`config.mk`:
```
export PLATFORM = sky130hd
export DESIGN_NAME = clint_timer
export DESIGN_NICKNAME = d
export VERILOG_FILES = /design/src/rtl/clint_timer_pkg.sv /design/src/rtl/irq_sync.sv /design/src/rtl/clint_timer.sv
export SDC_FILE = /design/constraint.sdc
export NUM_CORES = 1
export LEC_CHECK = 0
export ABC_AREA = 1
export CAP_MARGIN = 20
export CORE_ASPECT_RATIO = 0.6
export CORE_UTILIZATION = 53
export CTS_CLUSTER_DIAMETER = 150
export CTS_CLUSTER_SIZE = 28
export DETAILED_ROUTE_END_ITERATION = 12
export PLACE_DENSITY = 0.81
export SETUP_SLACK_MARGIN = 0.1
export SLEW_MARGIN = 0
export SYNTH_ARGS = -nofsm -noshare
export SYNTH_HDL_FRONTEND = slang
export SYNTH_SLANG_ARGS = --single-unit
export TNS_END_PERCENT = 50
```
`constraint.sdc`:
```
create_clock -name clk -period 1.7 [get_ports clk]
set_clock_uncertainty 0.05 [all_clocks]
set_input_delay 0.17 -clock clk [delete_from_list [all_inputs] [get_ports clk]]
set_output_delay 0.17 -clock clk [all_outputs]
set_load 0.03 [all_outputs]
```
`src/rtl/clint_timer_pkg.sv`:
```
// Shared definitions for the core-local interrupt/timer block: register offsets,
// interrupt bit positions (also used by the CSR unit) and reset values.
package clint_timer_pkg;

  localparam logic [7:0] AddrMsip       = 8'h00;
  localparam logic [7:0] AddrMtimecmpLo = 8'h08;
  localparam logic [7:0] AddrMtimecmpHi = 8'h0C;
  localparam logic [7:0] AddrMtimeLo    = 8'h10;
  localparam logic [7:0] AddrMtimeHi    = 8'h14;

  localparam int unsigned IrqMsip     = 3;
  localparam int unsigned IrqMtip     = 7;
  localparam int unsigned IrqMeip     = 11;
  localparam int unsigned IrqPlatBase = 16;
  localparam int unsigned NumPlatIrq  = 16;

  localparam logic [63:0] MtimecmpRst = 64'hFFFF_FFFF_FFFF_FFFF;

  typedef enum logic [2:0] {
    RegMsip,
    RegCmpLo,
    RegCmpHi,
    RegTimeLo,
    RegTimeHi,
    RegNone
  } reg_sel_e;

  // Word-aligned decode; the two byte-offset bits are don't-care.
  function automatic reg_sel_e reg_decode(input logic [7:0] addr);
    logic [7:0] word_addr;
    word_addr = {addr[7:2], 2'b00};
    case (word_addr)
      AddrMsip:       return RegMsip;
      AddrMtimecmpLo: return RegCmpLo;
      AddrMtimecmpHi: return RegCmpHi;
      AddrMtimeLo:    return RegTimeLo;
      AddrMtimeHi:    return RegTimeHi;
      default:        return RegNone;
    endcase
  endfunction

endpackage

```
`src/rtl/irq_sync.sv`:
```
// Multi-flop level synchronizer for asynchronous interrupt lines.
module irq_sync #(
  parameter int unsigned Width  = 1,
  parameter int unsigned Stages = 2
) (
  input  logic             clk,
  input  logic             rst_n,
  input  logic [Width-1:0] d,
  output logic [Width-1:0] q
);

  logic [Width-1:0] sync_q [Stages];

  always_ff @(posedge clk) begin
    if (!rst_n) begin
      for (int i = 0; i < int'(Stages); i++) sync_q[i] <= '0;
    end else begin
      sync_q[0] <= d;
      for (int i = 1; i < int'(Stages); i++) sync_q[i] <= sync_q[i-1];
    end
  end

  assign q = sync_q[Stages-1];

endmodule

```
`src/rtl/clint_timer.sv`:
```
// Core-local interrupter: prescaled 64-bit mtime, mtimecmp, MSIP and synchronized
// external/platform interrupt levels, merged into a registered interrupt vector.
module clint_timer
  import clint_timer_pkg::*;
#(
  parameter int unsigned PRESCALE        = 1,
  parameter int unsigned EXT_SYNC_STAGES = 2
) (
  input  logic        clk,
  input  logic        rst_n,
  input  logic        bus_req,
  input  logic        bus_we,
  input  logic [7:0]  bus_addr,
  input  logic [31:0] bus_wdata,
  output logic        bus_rvalid,
  output logic [31:0] bus_rdata,
  output logic        bus_err,
  input  logic        ext_meip_i,
  input  logic [15:0] plat_irq_i,
  output logic [31:0] interrupts_o
);

  localparam logic [15:0] PrescMax = 16'(PRESCALE - 1);

  logic [15:0] presc_q, presc_d;
  logic [63:0] mtime_q, mtime_d;
  logic [63:0] mtimecmp_q, mtimecmp_d;
  logic        msip_q, msip_d;
  logic        rvalid_q;
  logic [31:0] rdata_q, rdata_d;
  logic        err_q, err_d;
  logic [31:0] irq_q, irq_d;

  logic        meip_sync;
  logic [15:0] plat_sync;
  reg_sel_e    sel;
  logic        wr;
  logic        tick;

  irq_sync #(
    .Width (1),
    .Stages(EXT_SYNC_STAGES)
  ) u_meip_sync (
    .clk  (clk),
    .rst_n(rst_n),
    .d    (ext_meip_i),
    .q    (meip_sync)
  );

  irq_sync #(
    .Width (NumPlatIrq),
    .Stages(EXT_SYNC_STAGES)
  ) u_plat_sync (
    .clk  (clk),
    .rst_n(rst_n),
    .d    (plat_irq_i),
    .q    (plat_sync)
  );

  assign sel  = reg_decode(bus_addr);
  assign wr   = bus_req && bus_we;
  assign tick = (presc_q == PrescMax);

  // Read path always reflects pre-write register contents.
  always_comb begin
    rdata_d = '0;
    err_d   = 1'b0;
    case (sel)
      RegMsip:   rdata_d = {31'b0, msip_q};
      RegCmpLo:  rdata_d = mtimecmp_q[31:0];
      RegCmpHi:  rdata_d = mtimecmp_q[63:32];
      RegTimeLo: rdata_d = mtime_q[31:0];
      RegTimeHi: rdata_d = mtime_q[63:32];
      default:   err_d   = 1'b1;
    endcase
  end

  // A software write to either mtime half overrides the tick and restarts the prescaler.
  always_comb begin
    msip_d     = msip_q;
    mtimecmp_d = mtimecmp_q;
    mtime_d    = mtime_q;
    presc_d    = presc_q;
    if (tick) begin
      presc_d = '0;
      mtime_d = mtime_q + 64'd1;
    end else begin
      presc_d = presc_q + 16'd1;
    end
    if (wr) begin
      case (sel)
        RegMsip:   msip_d = bus_wdata[0];
        RegCmpLo:  mtimecmp_d[31:0] = bus_wdata;
        RegCmpHi:  mtimecmp_d[63:32] = bus_wdata;
        RegTimeLo: begin
          mtime_d = {mtime_q[63:32], bus_wdata};
          presc_d = '0;
        end
        RegTimeHi: begin
          mtime_d = {bus_wdata, mtime_q[31:0]};
          presc_d = '0;
        end
        default: ;
      endcase
    end
  end

  always_comb begin
    irq_d                               = '0;
    irq_d[IrqMsip]                      = msip_q;
    irq_d[IrqMtip]                      = (mtime_q >= mtimecmp_q);
    irq_d[IrqMeip]                      = meip_sync;
    irq_d[IrqPlatBase +: NumPlatIrq]    = plat_sync;
  end

  always_ff @(posedge clk) begin
    if (!rst_n) begin
      presc_q    <= '0;
      mtime_q    <= '0;
      mtimecmp_q <= MtimecmpRst;
      msip_q     <= 1'b0;
      rvalid_q   <= 1'b0;
      rdata_q    <= '0;
      err_q      <= 1'b0;
      irq_q      <= '0;
    end else begin
      presc_q    <= presc_d;
      mtime_q    <= mtime_d;
      mtimecmp_q <= mtimecmp_d;
      msip_q     <= msip_d;
      rvalid_q   <= bus_req;
      rdata_q    <= bus_req ? rdata_d : '0;
      err_q      <= bus_req ? err_d : 1'b0;
      irq_q      <= irq_d;
    end
  end

  assign bus_rvalid   = rvalid_q;
  assign bus_rdata    = rdata_q;
  assign bus_err      = err_q;
  assign interrupts_o = irq_q;

endmodule
```
==> results of run 1 <==
[what timing repair did]
item | in CTS | in global routing
pin swaps | 118 | 107
endpoints found under the hold margin | 13 | 0
resized for setup | 456 | 221
setup endpoints to repair | 131 | 83
buffers inserted | 47 | 13
cloned | 2 | 1
hold buffers | 1 | 0
[worst max path at each step]
stage / slack [ns] / start / cells after the start / endpoint
2_1_floorplan: 0.1 / mtime_q[2] / 13 / mtime_q[57]
3_3_place_gp: -0.48 / mtimecmp_q[59] / 12 / interrupts_o[7]
3_5_place_dp: -0.56 / mtimecmp_q[59] / 12 / interrupts_o[7]
4_1_cts: -0.20 / mtimecmp_q[59] / 12 / interrupts_o[7]
5_1_grt: -0.45 / mtime_q[13] / 13 / interrupts_o[7]
6_report: -0.41 / mtime_q[12] / 13 / interrupts_o[7]
[report_power, final]
group          switching, mW  internal (mW)
logic                  0.528          0.360
registers             0.0448           5.47
clock network           1.94           1.42
[cells in the mapped netlist (all sizes together), types with 3 or more instances]
| cell type | number |
|---|---|
| a221oi | 31 |
| o221ai | 38 |
| nor4 | 4 |
| nand3 | 62 |
| nor2 | 218 |
| clkbuf | 52 |
| a21oi | 156 |
| nor3b | 7 |
| o21a | 4 |
| xnor2 | 3 |
| nand4 | 31 |
| ha | 67 |
| nand3b | 4 |
| buf | 48 |
| nor3 | 19 |
| dfxtp | 232 |
| inv | 249 |
| a31oi | 23 |
| a211oi | 4 |
| o21ai | 123 |
| o22ai | 40 |
| nand2 | 440 |
| or2 | 3 |
| xor2 | 27 |
[registers in the layout (all words and copies together), names as in the netlist]
name,flops
mtime_q,64
mtimecmp_q,64
bus_rdata,32
u_plat_sync.sync_q,32
interrupts_o,19
presc_q,16
u_meip_sync.sync_q,2
bus_err,1
bus_rvalid,1
msip_q,1
[cell type report]
cell class                      instances  area, µm²  area share, %
Inverter                              250      955.9          4.810
Clock buffer                           13      325.3          1.637
Timing Repair Buffer                  498       4523          22.76
Tap cell                              322      402.9          2.027
Multi-Input combinational cell       1325       8838          44.47
Antenna cell                            2      5.005        0.02518
Clock inverter                          1      20.02         0.1007
Sequential cell                       232       4803          24.17
[stage by stage]
step	worst slack, ns	setup TNS (ns)
3_3_place_gp	-0.4790	-33.71
5_1_grt	-0.4540	-13.02
2_1_floorplan	0.09770	0
4_1_cts	-0.2039	-3.443
6_report	-0.4097	-9.417
3_5_place_dp	-0.5632	-41.47
[worst register-to-register path, stage by stage, from the launching register on]
cell and delay (ns):
dfxtp_2 0.39, buf_4 0.16, ha_1 0.29, nand4_1 0.17, nor3_2 0.27, buf_4 0.19
nand2_1 0.06, nand2_2 0.08, nand2_1 0.07, nand2_1 0.08, nand2_2 0.07, nand3_2 0.08
nand2_1 0.05, inv_1 0.04
[kinds of logic after synthesis]
kind of cell,count (synthesis)
AO/OA/AOI/OAI,424
XOR/XNOR,30
adder cells (fa/ha/maj),67
buffers and inverters,350
flip-flops,232
other,1
AND/OR/NAND/NOR,791
[cells in the final DEF, fill, tap and decap left out, types with 9 or more instances in the layout]
cell type          n
buf_4            304
a21oi_2           54
o22ai_1           40
a31oi_1           23
dfxtp_4           28
inv_2             21
nand3_4           10
o21ai_0           93
dlygate4sd2_1     52
nand2_2           82
a21oi_1          101
nand4_1           30
nand2_4           21
o21ai_1           18
nor2_4            70
buf_6             55
nand3_1           34
nand3_2           18
o221ai_1          38
ha_4              20
clkbuf_16         14
nor2_1            92
inv_1            223
nor2_2            56
dfxtp_1          161
conb_1            13
nor3_2             9
xor2_1            25
buf_12            26
o21ai_2           10
clkdlybuf4s50_1   57
a221oi_1          31
ha_1              47
dfxtp_2           43
nor3_1             9
nand2_1          335
[per-layer routing]
metal  GRT usage, %  part of all wire, %  up-vias
li1               -                    -     7099
met1          61.64                   39     7613
met2          61.70                   40     1302
met3          16.12                   18      217
met4          8.750                  3.0        2
met5              0                0.061        -
==> flow_summary.yaml, run 1 <==
status:
  status: "complete, but fails checks"
  violations: "negative setup slack"
placement:
  hpwl_mm: 41.31
  dpl.cell_count: 2569
  place_area_mm2: 0.01694
  numPortBuffers: 111
  routabilityCongestion: 1.056
yosys:
  async_reset_ff_share_pct: 0
  postSynthCellCount: 1895
  synth_top_family_by_area: "simple AND/OR/NAND/NOR gates"
  synthAdderAreaFrac_pct: 6.389
  synth_compound_area_share_pct: 19.15
  yosys.area_share.simple_pct: 26.22
  synth_mux_area_share_pct: 0
  yosys.area.top_type: "dfxtp_1"
  avgSynthCellArea_um2: 6.924
  synth_xor_area_share_pct: 2.002
  yosys-top-cells-area: "dfxtp_1 35%, nand2_1 12%, inv_1 7.0%, ha_1 6.4%, a21oi_1 5.8%"
  netlist_area_mm2: 0.01312
  synth_edf_count: 0
  ys_seq_area_share_pct: 35.40
  yosys_register_bits: 232
  synth-main-ff-cell: "dfxtp_1"
  synth.distinct_cells: 46
  synth-warning-count: 0
  synth_top_area_share_pct: 35.40
finish:
  layout-drive-gt1-share_pct: 37.69
  fill_cells: 1549
  layoutNonFillerInstCount: 2643
  fin_util_pct: 82.05
  synthToLayoutAreaGrowth_pct: 51.46
  design_area_mm2: 0.01987
  design.final.nets: 2447
hold_path:
  hp-start: "plat_irq_i[1]"
  holdPathStages: 3
  min_to: "u_plat_sync.sync_q[0][1]"
  holdCritPathClass: "in -> reg"
timing:
  fin_hold_ws_ns: 0.1450
  tightest_slew_ns: 0.5728
  setup_ws_ns: -0.4097
  post-route-min-period_ns: 2.110
  hold_viol: 0
  setup_viol: 72
  fmax_ghz: 0.4740
  rsz0062_at_grt: "yes"
  fin_crit_sh_pct: 124.1
  max-slew-margin-rel_pct: 61.67
  finalMaxSlewViolations: 0
critical_path:
  r2r_start: "mtime_q[12]"
  critical-path-top-delay-family: "simple AND/OR/NAND/NOR gates"
  cpPeakStageDelay_ns: 0.39
  r2r-end: "interrupts_o[7]"
  reg2reg_slack_ns: -0.41
  slowest_stage: "dfxtp_2"
  path_cells: "buf_4 > ha_1 > nand4_1 > nor3_2 > buf_4 > nand2_1 > nand2_2 > nand2_1 > nand2_1 > nand2_2 > nand3_2 > nand2_1 > inv_1"
  cp.buffers_inverters: 3
  worstPathArrival_ns: 2.51
  reg2regPathDepth: 13
  critPathKind: "reg -> reg"
  path_max_fanout: 5
  start_kind: "register"
  worst_setup_path_end_kind: "register"
  crit_top_cell: "nand2_1"
  cp.required_ns: 2.10
power_and_ir_drop:
  leakage_nw: 9.157
  pwr_density_cell_mw_per_mm2: 491.3
  finalPower_mw: 9.764
  peakVddDrop_mv: 0.5213
clock_tree:
  cts_tree: "yes"
  clockBufferDepth: 3
  cts_made_buffers: 12
  clk_transition_reported_paths_ns: 0.12
  cts_sinks: 232
  clk_latency_ns: 0.51
  htreeDepth: 1
  cts_root_buffer: "clkbuf_16"
route:
  drtPass1Iterations: 8
  post_drt_wl_per_cell_um: 22.37
  ant_nets: 0
  drc: 0
  routed_wirelength_mm: 59.12
  drt_iter0_markers: 2310
  vias_per_cell: 6.142
  vias: 16230
global_routing:
  grt_max_degree: 44
  grt_overflow_total: 0
  antenna_found_initial: 2
  grt_pass1_vias: 14580
  gr-usage-all-layers_pct: 43.27
  grt_pass1_wl_mm: 83.39
run:
  drv_cap: 0
floorplanning:
  io_pins: 127
  die_area_mm2: 0.02541
  coreArea_mm2: 0.02422
  start_util_pct: 54.17
  chipHeight_um: 123.9
  fp-row-count: 44
  die_width_um: 205.1
No activity file was read; power rests on OpenSTA's default activity.
==> run 2: changes to the inputs <==
--- a/config.mk
+++ b/config.mk
@@ -13,7 +13,6 @@
 export CTS_CLUSTER_SIZE = 28
 export DETAILED_ROUTE_END_ITERATION = 12
 export PLACE_DENSITY = 0.81
-export SETUP_SLACK_MARGIN = 0.1
 export SLEW_MARGIN = 0
 export SYNTH_ARGS = -nofsm -noshare
 export SYNTH_HDL_FRONTEND = slang
==> constraint.sdc (replaced) <==
create_clock -name clk -period 1.7 [get_ports clk]
set_clock_uncertainty 0.05 [all_clocks]
set_input_delay 0.51 -clock clk [delete_from_list [all_inputs] [get_ports clk]]
set_output_delay 0.51 -clock clk [all_outputs]
set_load 0.03 [all_outputs]
==> run 2 against run 1 <==
  * The flow still finishes with violations (negative setup slack)
  * Global-route usage increased by 0.38 points
  * Setup slack improved by 0.094 ns
  * Final cell count is 0.38% higher
  * Sequential cell count unchanged
  * Core utilization increased by 0.84 points
  * Largest cell class unchanged
==> flow_summary.yaml, run 2 (synthesized netlist as in run 1, its figures left out) <==
placement:
  numPortBuffers: 111
  hpwl_mm: 41.84
  dpl.cell_count: 2581
  routabilityCongestion: 1.021
critical_path:
  cp.required_ns: 2.10
  cp.buffers_inverters: 3
  critPathKind: "reg -> reg"
  start_kind: "register"
  worstPathArrival_ns: 2.41
  critical-path-top-delay-family: "simple AND/OR/NAND/NOR gates"
  worst_setup_path_end_kind: "register"
  path_cells: "inv_2 > ha_4 > nand3_4 > nor2_4 > buf_4 > nand3_4 > nor2_4 > buf_6 > or2_2 > nand3_1 > a21oi_1"
  cpPeakStageDelay_ns: 0.35
  slowest_stage: "dfxtp_2"
  path_max_fanout: 6
power_and_ir_drop:
  pwr-share-comb_pct: 9.2
  p_int_mw: 7.249
  peakVddDrop_mv: 0.7196
  pwr-share-seq_pct: 56.4
  power.switching_mw: 2.529
  leakage_nw: 9.307
  pwr_density_cell_mw_per_mm2: 487.0
  p_sw_share_pct: 25.86
  p_clk_share_pct: 34.4
finish:
  final_common_cell: "nand2_1"
  fill_cells: 1535
  synthToLayoutAreaGrowth_pct: 53.02
  design.final.nets: 2458
  layoutNonFillerInstCount: 2653
  layout-drive-gt1-share_pct: 39.61
  reg_top3: "mtime_q (64), mtimecmp_q (64)"
  final_cell_mix: "334 x nand2_1, 307 x buf_4, 229 x inv_1, 148 x dfxtp_1, 127 x a21oi_1"
  fin_util_pct: 82.89
timing:
  rsz0062_at_grt: "yes"
  post-route-min-period_ns: 2.016
  max-slew-margin-rel_pct: 65.70
  fmax_ghz: 0.4961
  fin_hold_ws_ns: 0.2583
  tightest_slew_ns: 0.5098
  setup_ws_ns: -0.3156
  finalMaxSlewViolations: 0
  setup_viol: 78
  hold_viol: 0
  fin_crit_sh_pct: 118.6
route:
  post_drt_wl_per_cell_um: 22.72
  drc: 0
  ant_nets: 0
  vias_per_cell: 6.098
  drt_iter0_markers: 2251
  drtPass1Iterations: 6
  routed_wirelength_mm: 60.27
  vias: 16180
clock_tree:
  cts_tree: "yes"
  htreeDepth: 1
  cts_root_buffer: "clkbuf_16"
  cts_made_buffers: 12
  clk_transition_reported_paths_ns: 0.12
  clockBufferDepth: 3
  cts_sinks: 232
  hold_buffers: 0
  clk_latency_ns: 0.51
floorplanning:
  fp-row-count: 44
  coreArea_mm2: 0.02422
  chipHeight_um: 123.9
  io_pins: 127
  die_area_mm2: 0.02541
  die_width_um: 205.1
  start_util_pct: 54.17
global_routing:
  gr-usage-all-layers_pct: 43.65
  grt_pass1_vias: 14750
  grt_overflow_total: 0
  antenna_found_initial: 0
  grt_max_degree: 47
  grt_pass1_wl_mm: 83.87
run:
  drv_cap: 0
status:
  violations: "negative setup slack"
  status: "complete, but fails checks"
hold_path:
  holdCritPathClass: "in -> reg"
## run 2: path summary, 6_finish.rpt
| check | cells after the start | to | slack, ns | start |
|---|---|---|---|---|
| max | 11 | mtime_q[22] | -0.32 | presc_q[1] |
| max reg2reg | 11 | mtime_q[22] | -0.32 | presc_q[1] |
| min reg2reg | 2 | u_plat_sync.sync_q[1][11] | 0.37 | u_plat_sync.sync_q[0][11] |
| min | 2 | mtimecmp_q[34] | 0.26 | rst_n |
## run 2: power by group through the flow
stage	Sequential [mW]	Clock (mW)	Combinational (mW)
floorplan	5.70	0	0.352
global placement	5.67	0	0.803
detailed placement	5.67	0	0.819
CTS	5.54	3.31	0.838
global route	5.52	3.50	0.947
finish	5.51	3.36	0.903
## run 2: repair_timing
action | CTS | global route
pin swaps | 89 | 118
setup endpoints to repair | 170 | 130
gates resized for setup | 518 | 367
setup buffers | 38 | 23
gates cloned | 2 | 1
## run 2: routing by layer
layer	up-vias	routed length (µm)	global-route usage, %
met3	315	7848	11.64
met5	-	0	0
met2	1252	25610	66.85
met4	0	3673	20.28
li1	7130	-	-
met1	7482	23130	57.42
## run 2: cell type report
cell class                      instances  area (µm²)  share of cell area [%]
Antenna cell                            1       2.502                 0.01246
Timing Repair Buffer                  509        4559                   22.71
Multi-Input combinational cell       1325        8980                   44.72
Sequential cell                       232        4837                   24.09
Clock inverter                          1       20.02                 0.09971
Clock buffer                           13       325.3                   1.620
Tap cell                              322       402.9                   2.007
Inverter                              250       950.9                   4.736
## run 2: through the flow
step	cell area (µm²)	setup WS (ns)	TNS [ns]	total power, mW
2_1_floorplan	13170	-0.03133	-0.03133	6.054
3_3_place_gp	17050	-0.7602	-91.56	6.474
3_5_place_dp	17050	-0.8162	-100.58	6.492
4_1_cts	18880	-0.2131	-5.912	9.684
5_1_grt	20080	-0.4185	-14.81	9.964
6_report	20080	-0.3156	-9.266	9.778
